## src/rtl/fxadd_rr_if.sv

```systemverilog
// Request/result bundle for fxadd_rr_scheduler: NREQ operand-pair request
// channels and one result channel, each with a valid/ready handshake.
interface fxadd_rr_if #(
    parameter int unsigned WI   = 4,
    parameter int unsigned WF   = 4,
    parameter int unsigned NREQ = 4
);
    localparam int unsigned W   = WI + WF;
    localparam int unsigned IDW = $clog2(NREQ);

    logic [NREQ-1:0]   req_valid;
    logic [NREQ*W-1:0] req_a;
    logic [NREQ*W-1:0] req_b;
    logic [NREQ-1:0]   req_ready;
    logic              res_valid;
    logic              res_ready;
    logic [W-1:0]      res_data;
    logic [IDW-1:0]    res_id;
    logic              res_ovf;

    modport master (
        output req_valid, req_a, req_b, res_ready,
        input  req_ready, res_valid, res_data, res_id, res_ovf
    );

    modport slave (
        input  req_valid, req_a, req_b, res_ready,
        output req_ready, res_valid, res_data, res_id, res_ovf
    );
endinterface

```

## src/rtl/fxadd_rr_scheduler.sv

```systemverilog
// Round-robin scheduler feeding a two-stage signed fixed-point (WI.WF) adder.
// Optional macro FXADD_RR_SAT_EN: saturate overflowed sums instead of wrapping.
module fxadd_rr_scheduler #(
    parameter int unsigned WI   = 4,
    parameter int unsigned WF   = 4,
    parameter int unsigned NREQ = 4
) (
    input  logic       clk,
    input  logic       reset,
    fxadd_rr_if.slave  bus
);
    localparam int unsigned W   = WI + WF;
    localparam int unsigned IDW = $clog2(NREQ);

    logic             en_c;
    logic [NREQ-1:0]  grant_c;
    logic [IDW-1:0]   grant_id_c;
    logic             grant_any_c;
    logic [IDW-1:0]   pick_c;
    logic [IDW-1:0]   last_grant;

    logic             s1_valid;
    logic [W-1:0]     s1_a;
    logic [W-1:0]     s1_b;
    logic [IDW-1:0]   s1_id;

    logic [W:0]       sum_c;
    logic             ovf_c;
    logic [W-1:0]     data_c;

    // The pipeline moves only when the result slot is empty or being taken.
    assign en_c          = !bus.res_valid || bus.res_ready;
    assign bus.req_ready = grant_c;

    // Round-robin pick: scan from last_grant+1, first valid requester wins.
    always_comb begin
        grant_c     = '0;
        grant_id_c  = '0;
        grant_any_c = 1'b0;
        pick_c      = '0;
        if (!reset && en_c) begin
            for (int unsigned k = 1; k <= NREQ; k++) begin
                pick_c = IDW'((32'(last_grant) + k) % NREQ);
                if (!grant_any_c && bus.req_valid[pick_c]) begin
                    grant_any_c     = 1'b1;
                    grant_id_c      = pick_c;
                    grant_c[pick_c] = 1'b1;
                end
            end
        end
    end

    // Stage 1: capture the granted operand pair and its requester ID.
    always_ff @(posedge clk) begin
        if (reset) begin
            s1_valid   <= 1'b0;
            s1_a       <= '0;
            s1_b       <= '0;
            s1_id      <= '0;
            last_grant <= IDW'(NREQ - 1);
        end else if (en_c) begin
            s1_valid <= grant_any_c;
            if (grant_any_c) begin
                s1_a       <= bus.req_a[32'(grant_id_c) * W +: W];
                s1_b       <= bus.req_b[32'(grant_id_c) * W +: W];
                s1_id      <= grant_id_c;
                last_grant <= grant_id_c;
            end
        end
    end

    // Exact sum with one guard bit; overflow when guard and sign disagree.
    always_comb begin
        sum_c  = {s1_a[W-1], s1_a} + {s1_b[W-1], s1_b};
        ovf_c  = sum_c[W] ^ sum_c[W-1];
        data_c = sum_c[W-1:0];
`ifdef FXADD_RR_SAT_EN
        if (ovf_c) begin
            data_c = sum_c[W] ? {1'b1, {(W-1){1'b0}}} : {1'b0, {(W-1){1'b1}}};
        end
`endif
    end

    // Stage 2: result register, held while the consumer stalls.
    always_ff @(posedge clk) begin
        if (reset) begin
            bus.res_valid <= 1'b0;
            bus.res_data  <= '0;
            bus.res_id    <= '0;
            bus.res_ovf   <= 1'b0;
        end else if (en_c) begin
            bus.res_valid <= s1_valid;
            bus.res_data  <= data_c;
            bus.res_id    <= s1_id;
            bus.res_ovf   <= ovf_c;
        end
    end
endmodule

```

## src/flat_wrapper.sv

```systemverilog
// flat-port wrapper written by rule: the top's interface ports become plain ports
module fxadd_rr_scheduler_flat 
#(
    parameter int unsigned WI   = 4,
    parameter int unsigned WF   = 4,
    parameter int unsigned NREQ = 4
)
  (clk, reset, bus_req_valid, bus_req_a, bus_req_b, bus_res_ready, bus_req_ready, bus_res_valid, bus_res_data, bus_res_id, bus_res_ovf);
  fxadd_rr_if #(.WI(WI), .WF(WF), .NREQ(NREQ)) bus_i ();
  input  logic clk;
  input  logic reset;
  input wire logic [$bits(bus_i.req_valid)-1:0] bus_req_valid;
  input wire logic [$bits(bus_i.req_a)-1:0] bus_req_a;
  input wire logic [$bits(bus_i.req_b)-1:0] bus_req_b;
  input wire logic [$bits(bus_i.res_ready)-1:0] bus_res_ready;
  output wire logic [$bits(bus_i.req_ready)-1:0] bus_req_ready;
  output wire logic [$bits(bus_i.res_valid)-1:0] bus_res_valid;
  output wire logic [$bits(bus_i.res_data)-1:0] bus_res_data;
  output wire logic [$bits(bus_i.res_id)-1:0] bus_res_id;
  output wire logic [$bits(bus_i.res_ovf)-1:0] bus_res_ovf;
  assign bus_i.req_valid = bus_req_valid;
  assign bus_i.req_a = bus_req_a;
  assign bus_i.req_b = bus_req_b;
  assign bus_i.res_ready = bus_res_ready;
  assign bus_req_ready = bus_i.req_ready;
  assign bus_res_valid = bus_i.res_valid;
  assign bus_res_data = bus_i.res_data;
  assign bus_res_id = bus_i.res_id;
  assign bus_res_ovf = bus_i.res_ovf;
  fxadd_rr_scheduler #(.WI(WI), .WF(WF), .NREQ(NREQ)) u_core (.clk(clk), .reset(reset), .bus(bus_i));
endmodule
```

## config.mk

```make
export PLATFORM = sky130hd
export DESIGN_NAME = fxadd_rr_scheduler_flat
export DESIGN_NICKNAME = d
export VERILOG_FILES = /design/src/rtl/fxadd_rr_if.sv /design/src/rtl/fxadd_rr_scheduler.sv /design/src/flat_wrapper.sv
export SDC_FILE = /design/constraint.sdc
export NUM_CORES = 1
export LEC_CHECK = 0
export BUFFER_PORTS_ARGS = -buffer_cell sky130_fd_sc_hd__buf_2
export CORE_MARGIN = 3
export CORE_UTILIZATION = 39
export CTS_BUF_LIST = sky130_fd_sc_hd__clkbuf_8
export DETAILED_ROUTE_END_ITERATION = 7
export PLACE_DENSITY = 0.65
export SLEW_MARGIN = 10
export SYNTH_ARGS = -nofsm -noshare
export SYNTH_HDL_FRONTEND = slang
export SYNTH_SLANG_ARGS = --single-unit
```

## constraint.sdc

```tcl
create_clock -name clk -period 4.8 [get_ports clk]
set_input_delay 0.72 -clock clk [delete_from_list [all_inputs] [get_ports clk]]
set_output_delay 0.72 -clock clk [all_outputs]
set_load 0.01 [all_outputs]
```

==> flow_summary.json, run 1 <==
{
  "cts_tree": "yes",
  "finalPower_w": 0.001963,
  "slew_viol_final": 0,
  "fin_crit_ns": 3.804,
  "grt_pass1_vias": 2151,
  "p_per_area_mw_per_mm2": 667.8,
  "drv_cap": 0,
  "postSynthAreaPerCell_um2": 9.738,
  "crit_type": "register to output pin",
  "ant_nets": 0,
  "place_congestion": 0.8791,
  "grt_max_degree": 34,
  "routed_via_density": 5.446,
  "cts.path.max_buffers": 2,
  "drc_errors": 0,
  "clk-insertion-delay-late_ns": 0.29,
  "ff_latch_area_um2": 660.6,
  "cts_buffers": 5,
  "yosysWarnings": 0,
  "ys_seq_elements": 33,
  "antennaDiodeCount": 0,
  "cp.arrival_ns": 3.08,
  "slew_headroom": 0.3845,
  "drtIter0Drc": 91,
  "crit_path_end_kind": "output pin",
  "cp_slowest_cell": "mux4_2",
  "critical-path-top-delay-family": "multiplexers",
  "path_max_fanout": 13,
  "grt_use_total": 0.1711,
  "syn_nets": 341,
  "coreArea_mm2": 0.006026,
  "worst_slack_ns": 0.9962,
  "antenna_found_initial": 0,
  "initial_core_util": 0.4088,
  "multi_input_area_mm2": 0.001642,
  "status": "complete, no violations",
  "overflow": 0,
  "synth-edff-count": 0,
  "fin_crit_sh": 0.7925,
  "utilization": 0.4877,
  "fin_tns_setup_ns": 0,
  "numPortBuffers": 86,
  "finalNonFillerCells": 404,
  "yosysTopAreaCell": "dfxtp_1",
  "drive_gt1_frac": 0.3708,
  "ys_async_sr_fraction": 0,
  "nets": 416,
  "synthFlopType": "dfxtp_1",
  "drt_pass1_iterations": 4,
  "cp-start-kind": "register",
  "n_fill_cell": 602,
  "dp_cells": 396,
  "worst_pin_slew_ns": 0.9188,
  "rsz0062_at_grt": "no",
  "wirelength_um": 6254,
  "dp.final_hpwl_um": 4762,
  "critPathMaxStageDelay_ns": 0.70,
  "p_leak_nw": 1.380,
  "path_cells": "inv_2, ha_1, mux4_2, nor2_2, and2_1, a221oi_1, nor2_1, buf_2",
  "synthCells": 253,
  "timing.fmax_mhz": 262.9,
  "vias": 2200,
  "synth.most_common_cell": "dfxtp_1",
  "clk_pin_slew_ns": 0.07,
  "chipWidth_um": 85.48,
  "synth_common_cells": "dfxtp_1 (33), mux2i_1 (25), nand2_1 (18), nor2_1 (17), ha_1 (16)",
  "seq_area_frac_synth": 0.2682,
  "post_cts_buffers": 0,
  "postCtsHoldBufs": 0,
  "min_path_type": "register to register",
  "cp_data_required_time_ns": 4.08,
  "cts_resized": 0,
  "synth_area_mm2": 0.002464,
  "ioPinCount": 87,
  "place_worst_setup_slack_ns": 1.162,
  "cts_num_sinks": 33,
  "area_delta_synth_final_pct": 19.30,
  "synth_top_area_frac": 0.2682,
  "grt_pass1_wl_um": 10200,
  "wl_per_cell_um": 15.48,
  "setup_viol": 0,
  "ctsHtreeMaxLevel": 2,
  "fp-row-count": 28,
  "dieHeight_um": 85.48,
  "skew_ns": 0.005541,
  "worst-path-buf-inv": 2,
  "ir_worst_vdd_uv": 368.0,
  "synth_cell_types": 50,
  "ys_top_cells_by_area": "dfxtp_1 (27%), mux2i_1 (10%), ha_1 (8.1%)",
  "hold_viol": 0,
  "cts-root-buf": "clkbuf_8",
  "die-area_mm2": 0.007307
}
## power breakdown
| group | switching, W | internal, W |
|---|---|---|
| logic | 0.000719 | 0.000558 |
| registers | 0.0000965 | 0.000391 |
| clock network | 0.000100 | 0.0000982 |
| total | 0.000915 | 0.00105 |
## cells in the final DEF, fill, tap and decap left out, drive strengths merged, types with 4 or more instances in the layout
cell    Yosys  routed
a211oi     13      13
a21o        7       7
a21oi      15      15
a221oi     16      16
a22oi       4       4
a31o       13      13
and3        5       5
buf        12      87
clkbuf      7       5
dfxtp      33      33
ha         16      16
inv         6       7
mux2i      25      25
mux4        4       4
nand2      19      19
nor2       19      19
o211ai      5       5
o21ai       6       6
xnor2       5       5
## registers in the layout, indices dropped and copies added, names as in the netlist
| name | flops |
|---|---|
| u_core.bus.res_data | 8 |
| u_core.bus.res_id | 2 |
| u_core.bus.res_ovf | 1 |
| u_core.bus.res_valid | 1 |
| u_core.s1_b | 8 |
| u_core.s1_valid | 1 |
| u_core.s1_a | 8 |
| u_core.s1_id | 2 |
| u_core.last_grant | 2 |
## worst paths after layout
path | startpoint | endpoint | slack, ns | cells after the start
setup / recovery | u_core.last_grant[0]$_SDFFE_PP1P_ | bus_req_ready[0] | 1.0 | 8
hold / removal | u_core.bus.res_id[0]$_SDFFE_PP0N_ | u_core.bus.res_id[0]$_SDFFE_PP0N_ | 0.45 | 2
setup reg to reg | u_core.last_grant[0]$_SDFFE_PP1P_ | u_core.s1_a[2]$_SDFFE_PP0P_ | 1.14 | 10
hold reg to reg | u_core.bus.res_id[0]$_SDFFE_PP0N_ | u_core.bus.res_id[0]$_SDFFE_PP0N_ | 0.45 | 2
## stage by stage
stage	instance area [um^2]	hold WS, ns
2_1_floorplan	2464	0.4366
3_3_place_gp	2856	0.4405
6_report	2939	0.4524
4_1_cts	2939	0.4533
3_5_place_dp	2856	0.4427
5_1_grt	2939	0.4690
## cells by family (layout without fill, tap and decap cells)
| family | count (synthesis) | in the layout | synth area share |
|---|---|---|---|
| AO/OA/AOI/OAI | 87 | 87 | 0.3022 |
| AND/OR/NAND/NOR | 56 | 56 | 0.1122 |
| flip-flops | 33 | 33 | 0.2682 |
| multiplexers | 29 | 29 | 0.1381 |
| buffers and inverters | 25 | 101 | 0.06551 |
| adder cells (fa/ha/maj) | 17 | 17 | 0.08938 |
| XOR/XNOR | 6 | 6 | 0.02438 |
## metal layers
layer	up-vias	part of all wire	GRT usage
met4	0	0.0088	0.03885
met2	48	0.48	0.2825
met5	-	0	0
li1	1115	-	-
met1	1029	0.46	0.2285
met3	8	0.049	0.03689
## final cells by class
type | count | share of cell area
tap | 75 | 0.03193
timing repair buffer | 87 | 0.1490
multi-input combinational | 195 | 0.5585
clock buffer | 5 | 0.02341
sequential | 33 | 0.2248
clock inverter | 3 | 0.004683
inverter | 6 | 0.007663
## tightest hold or removal path, delay by kind of cell (launching register included)
family,cells,cell delay (ns)
compound gates,1,0.05
flops,1,0.31
simple gates,1,0.05
Note: power is estimated with default switching activity, not from simulation.
==> run 2, diff against run 1 <==
--- a/config.mk
+++ b/config.mk
@@ -10,7 +10,7 @@
 export CORE_UTILIZATION = 39
 export CTS_BUF_LIST = sky130_fd_sc_hd__clkbuf_8
 export DETAILED_ROUTE_END_ITERATION = 7
-export PLACE_DENSITY = 0.65
+export PLACE_DENSITY = 0.68
 export SLEW_MARGIN = 10
 export SYNTH_ARGS = -nofsm -noshare
 export SYNTH_HDL_FRONTEND = slang
==> constraint.sdc (replaced) <==
create_clock -name clk -period 3.1 [get_ports clk]
set_input_delay 0.465 -clock clk [delete_from_list [all_inputs] [get_ports clk]]
set_output_delay 0.465 -clock clk [all_outputs]
set_load 0.01 [all_outputs]
==> run 2 against run 1 <==
Flip-flop and latch count unchanged. Wire length up 1.8%. Sequential power up 47%. Total power up 68%. Critical path type is now register to register. Largest cell class unchanged.
==> flow_summary.json, run 2 (synthesized netlist as in run 1, its figures left out) <==
{
  "routed_via_density": 5.457,
  "wl_per_cell_um": 15.38,
  "holdPathStages": 2,
  "crit_cells": 10,
  "coreArea_mm2": 0.006026,
  "cp.arrival_ns": 3.11,
  "cp-start-kind": "register",
  "p_leak_nw": 1.451,
  "grt_pass1_wl_um": 10460,
  "dieHeight_um": 85.48,
  "grt_use_total": 0.1770,
  "critPathMaxStageDelay_ns": 0.56,
  "drv_cap": 0,
  "path_cells": "inv_1, ha_2, mux4_2, buf_4, o2111ai_4, nand2_4, buf_4, a221oi_2, a211oi_1, a31o_1",
  "largestRegisters": "u_core.bus.res_data (8), u_core.s1_a (8), u_core.s1_b (8)",
  "ir_worst_vdd_uv": 630.8,
  "drive_gt1_frac": 0.3953,
  "ant_nets": 0,
  "setup_viol": 0,
  "wirelength_um": 6367,
  "cpMostUsedCell": "buf_4",
  "antennaDiodeCount": 0,
  "cts_num_sinks": 33,
  "ioPinCount": 87,
  "place_congestion": 0.8074,
  "crit_type": "register to register",
  "drtIter0Drc": 165,
  "crit_path_end_kind": "register",
  "fin_crit_sh": 0.9410,
  "slew_headroom": 0.3588,
  "numPortBuffers": 86,
  "dp.final_hpwl_um": 4848,
  "finalPower_w": 0.003295,
  "final_common_cell": "buf_2",
  "drt_pass1_iterations": 4,
  "cts-root-buf": "clkbuf_8",
  "status": "complete, no violations",
  "nets": 426,
  "area_delta_synth_final_pct": 24.89,
  "cts_buffers": 5,
  "cts_tree": "yes",
  "grt_max_degree": 31,
  "worst-path-buf-inv": 3,
  "vias": 2259,
  "cts.path.max_buffers": 2,
  "rsz0062_at_grt": "no",
  "cp_data_required_time_ns": 3.29,
  "initial_core_util": 0.4088,
  "hold_viol": 0,
  "utilization": 0.5106,
  "clk-insertion-delay-late_ns": 0.29,
  "clk_pin_slew_ns": 0.07,
  "grt_pass1_vias": 2245,
  "skew_ns": 0.003560,
  "fin_crit_ns": 2.917,
  "n_fill_cell": 583,
  "mostFrequentLayoutCells": "buf_2 (86), dfxtp_1 (33), mux2i_1 (25)",
  "slew_viol_final": 0,
  "min_path_type": "register to register",
  "path_max_fanout": 14,
  "overflow": 0,
  "critical-path-top-delay-family": "compound AO/OA/AOI/OAI gates",
  "die-area_mm2": 0.007307,
  "drc_errors": 0,
  "fin_tns_setup_ns": 0,
  "r2r_cells": 10,
  "timing.fmax_mhz": 342.8,
  "fp-row-count": 28,
  "cp_slowest_cell": "mux4_2",
  "antenna_found_initial": 0,
  "worst_pin_slew_ns": 0.9570,
  "chipWidth_um": 85.48,
  "p_per_area_mw_per_mm2": 1071,
  "ctsHtreeMaxLevel": 2
}
[run 2: cell count changes in the layout (fill, tap and decap cells not counted)]
cell,delta
ha_1,-1
buf_12,+2
and2_2,+1
buf_4,+8
clkbuf_8,+1
clkinv_2,-2
and2_1,-1
ha_2,+1
bufinv_16,+1
[run 2: cell type report]
class,count,area [um^2],area share
multi-input cells,195,1645,0.5348
clock inverters,2,33.78,0.01098
inverters,6,22.52,0.007320
clock buffers,6,82.58,0.02684
repair buffers,97,538.0,0.1749
well taps,75,93.84,0.03050
flip-flops and latches,33,660.6,0.2147
[run 2: timing repair]
action	CTS	global route
hold buffers	0	0
endpoints found under the setup margin	1	2
setup buffers	1	0
resized for setup	0	2
[run 2: path summary, 6_finish.rpt]
path / from / to / slack (ns)
worst max register to register: u_core.last_grant[1]$_SDFFE_PP1P_ / u_core.s1_b[7]$_SDFFE_PP0P_ / 0.18
worst max-delay path: u_core.last_grant[1]$_SDFFE_PP1P_ / u_core.s1_b[7]$_SDFFE_PP0P_ / 0.18
worst min-delay path: u_core.bus.res_id[1]$_SDFFE_PP0N_ / u_core.bus.res_id[1]$_SDFFE_PP0N_ / 0.45
worst min register to register: u_core.bus.res_id[1]$_SDFFE_PP0N_ / u_core.bus.res_id[1]$_SDFFE_PP0N_ / 0.45
[run 2: through the flow]
step           instance area [um^2]  worst slack (ns)  instances  hold slack [ns]
2_1_floorplan                  2464            0.2821        253           0.4366
3_3_place_gp                   2949            0.1372        405           0.4392
3_5_place_dp                   2949            0.1008        405           0.4454
4_1_cts                        3073            0.1605        414           0.4556
5_1_grt                        3077           0.04142        414           0.4793
6_report                       3077            0.1829        414           0.4533
[run 2: worst register-to-register path, delay by kind of cell (launching register included)]
family	cells	cell delay (ns)
AO/OA/AOI/OAI	4	0.76
buffers and inverters	3	0.56
multiplexers	1	0.56
adder cells (fa/ha/maj)	1	0.41
flip-flops	1	0.33
AND/OR/NAND/NOR	1	0.20
[run 2: routing by layer]
metal	track usage	vias to the layer above	part of all wire
met1	0.2346	1053	0.45
met3	0.04466	9	0.067
li1	-	1134	-
met5	0	-	0
met2	0.2790	63	0.47
met4	0.06187	0	0.018
[run 2: power breakdown]
part | leakage (nW) | internal, W | switching (W)
Clock | 0.0626 | 0.000259 | 0.000163
Combinational | 1.11 | 0.000978 | 0.00118
Sequential | 0.274 | 0.000606 | 0.000111
Total | 1.45 | 0.00184 | 0.00145
==> run 3, diff against run 2 <==
--- a/config.mk
+++ b/config.mk
@@ -9,8 +9,10 @@
 export CORE_MARGIN = 3
 export CORE_UTILIZATION = 39
 export CTS_BUF_LIST = sky130_fd_sc_hd__clkbuf_8
+export CTS_CLUSTER_DIAMETER = 200
 export DETAILED_ROUTE_END_ITERATION = 7
-export PLACE_DENSITY = 0.68
+export MAX_ROUTING_LAYER = met4
+export PLACE_DENSITY = 0.65
 export SLEW_MARGIN = 10
 export SYNTH_ARGS = -nofsm -noshare
 export SYNTH_HDL_FRONTEND = slang
==> constraint.sdc (replaced) <==
create_clock -name clk -period 3.29 [get_ports clk]
set_input_delay 0.4935 -clock clk [delete_from_list [all_inputs] [get_ports clk]]
set_output_delay 0.4935 -clock clk [all_outputs]
set_load 0.01 [all_outputs]
==> run 3 against run 2 <==
Sequential power is 6.1% lower. Clock power fell by 6.2%. Largest power group unchanged. Utilization unchanged. Critical path type is now register to output pin. Global-route usage decreased by 0.74 points. Total power decreased by 6.1%.
==> flow_summary.json, run 3 (synthesized netlist as in run 1, its figures left out) <==
{
  "wl_per_cell_um": 15.17,
  "timing.fmax_mhz": 325.9,
  "r2r-start": "u_core.last_grant[1]$_SDFFE_PP1P_",
  "postPlaceCellArea_mm2": 0.002957,
  "clk_pin_slew_ns": 0.07,
  "fin_tns_setup_ns": 0,
  "ant_nets": 0,
  "grt_pass1_vias": 2116,
  "drt_pass1_iterations": 6,
  "critPathMaxStageDelay_ns": 0.66,
  "worst_pin_slew_ns": 0.8827,
  "numPortBuffers": 86,
  "die-area_mm2": 0.007307,
  "fp-row-count": 28,
  "fin_area_mm2": 0.003077,
  "slew_viol_final": 0,
  "dp.final_hpwl_um": 4909,
  "mostFrequentLayoutCells": "buf_2 (86), dfxtp_1 (33), mux2i_1 (25)",
  "ir_worst_vdd_uv": 460.4,
  "fin_crit_ns": 3.069,
  "dieHeight_um": 85.48,
  "status": "complete, no violations",
  "cts.path.max_buffers": 2,
  "r2r_cells": 10,
  "clk-insertion-delay-late_ns": 0.28,
  "grt_pass1_wl_um": 9818,
  "critical-path-top-delay-family": "multiplexers",
  "final_common_cell": "buf_2",
  "overflow": 0,
  "use_met3": 0.03495,
  "multi_input_area_mm2": 0.001642,
  "cts_tree": "yes",
  "busiest_layer": "met2",
  "cts_num_sinks": 33,
  "initial_core_util": 0.4088,
  "crit_type": "register to output pin",
  "routed_via_density": 5.442,
  "ioPinCount": 87,
  "nets": 426,
  "setup_viol": 0,
  "utilization": 0.5106,
  "r2r_setup_slack_ns": 0.30,
  "n_fill_cell": 583,
  "cp_slowest_cell": "mux4_2",
  "antenna_found_initial": 0,
  "wirelength_um": 6282,
  "crit_cells": 8,
  "worst-path-buf-inv": 2,
  "slew_headroom": 0.4086,
  "chipWidth_um": 85.48,
  "cts_buffers": 5,
  "grt_max_degree": 31,
  "cts-root-buf": "clkbuf_8",
  "cp-endpoint": "bus_req_ready[2]",
  "crit_path_end_kind": "output pin",
  "holdPathStages": 2,
  "fin_crit_sh": 0.9328,
  "ff_latch_area_um2": 660.6,
  "min_path_type": "register to register",
  "grt_use_total": 0.1696,
  "grt.met1_usage": 0.2235,
  "drtIter0Drc": 89,
  "post_cts_buffers": 0,
  "fin_hold_ws_ns": 0.4532,
  "p_leak_nw": 1.446,
  "path_max_fanout": 6,
  "path_cells": "inv_1, ha_1, mux4_2, nor2_2, and2_1, a221oi_1, nor2_1, buf_2",
  "rsz0062_at_grt": "no",
  "crit_start": "u_core.last_grant[1]$_SDFFE_PP1P_",
  "rr_endpoint": "u_core.s1_a[6]$_SDFFE_PP0P_",
  "postCtsHoldBufs": 0,
  "vias": 2253,
  "cp.arrival_ns": 2.58,
  "drc_errors": 0,
  "ctsHtreeMaxLevel": 2,
  "drive_gt1_frac": 0.3923,
  "antennaDiodeCount": 0,
  "coreArea_mm2": 0.006026,
  "met2_usage": 0.2677,
  "skew_ns": 0.005296,
  "cp_data_required_time_ns": 2.80,
  "hold_viol": 0,
  "largestRegisters": "u_core.bus.res_data (8), u_core.s1_a (8), u_core.s1_b (8)",
  "place_congestion": 0.8855,
  "p_per_area_mw_per_mm2": 1006,
  "cts_resized": 0,
  "area_delta_synth_final_pct": 24.89,
  "cp-start-kind": "register",
  "drv_cap": 0
}
## run 3: power breakdown
part,internal (W),switching (W)
combinational,0.000919,0.00111
sequential,0.000570,0.000102
clock,0.000246,0.000150
total,0.00174,0.00136
## run 3: worst register-to-register path: cells and delay by family (launching register included)
family          cells  cell delay (ns)
simple gates        2             0.44
mux                 1             0.66
buf+inv             2             0.34
fa+ha+maj           1             0.41
compound gates      4             0.72
flops               1             0.33
## run 3: stage by stage
| stage | setup slack, ns | total power (W) | cells |
|---|---|---|---|
| floorplan | 0.4721 | 0.002313 | 253 |
| global placement | 0.3765 | 0.002688 | 406 |
| detailed placement | 0.3096 | 0.002712 | 406 |
| CTS | 0.2400 | 0.003120 | 414 |
| global route | 0.08862 | 0.003338 | 414 |
| finish | 0.2212 | 0.003095 | 414 |
## run 3: worst min path at each step
stage	startpoint	end	slack (ns)
5_1_grt	u_core.bus.res_data[5]$_SDFFE_PP0N_	u_core.bus.res_data[5]$_SDFFE_PP0N_	0.47
3_3_place_gp	u_core.bus.res_data[0]$_SDFFE_PP0N_	u_core.bus.res_data[0]$_SDFFE_PP0N_	0.44
6_report	u_core.bus.res_data[0]$_SDFFE_PP0N_	u_core.bus.res_data[0]$_SDFFE_PP0N_	0.45
2_1_floorplan	u_core.s1_id[1]$_SDFFE_PP0P_	u_core.bus.res_id[1]$_SDFFE_PP0N_	0.44
4_1_cts	u_core.bus.res_id[0]$_SDFFE_PP0N_	u_core.bus.res_id[0]$_SDFFE_PP0N_	0.46
3_5_place_dp	u_core.bus.res_id[0]$_SDFFE_PP0N_	u_core.bus.res_id[0]$_SDFFE_PP0N_	0.45
## run 3: cell type report
class	count	area share
Multi-Input combinational cell	195	0.5335
Clock buffer	6	0.02684
Inverter	6	0.007320
Tap cell	75	0.03050
Timing Repair Buffer	97	0.1749
Clock inverter	2	0.01220
Sequential cell	33	0.2147
## run 3: per-layer routing
metal	part of all wire	wire length (um)	vias up
met1	0.46	2869	1054
met4	0.0092	58	0
li1	-	-	1138
met5	0	0	-
met2	0.48	2998	57
met3	0.057	355	4
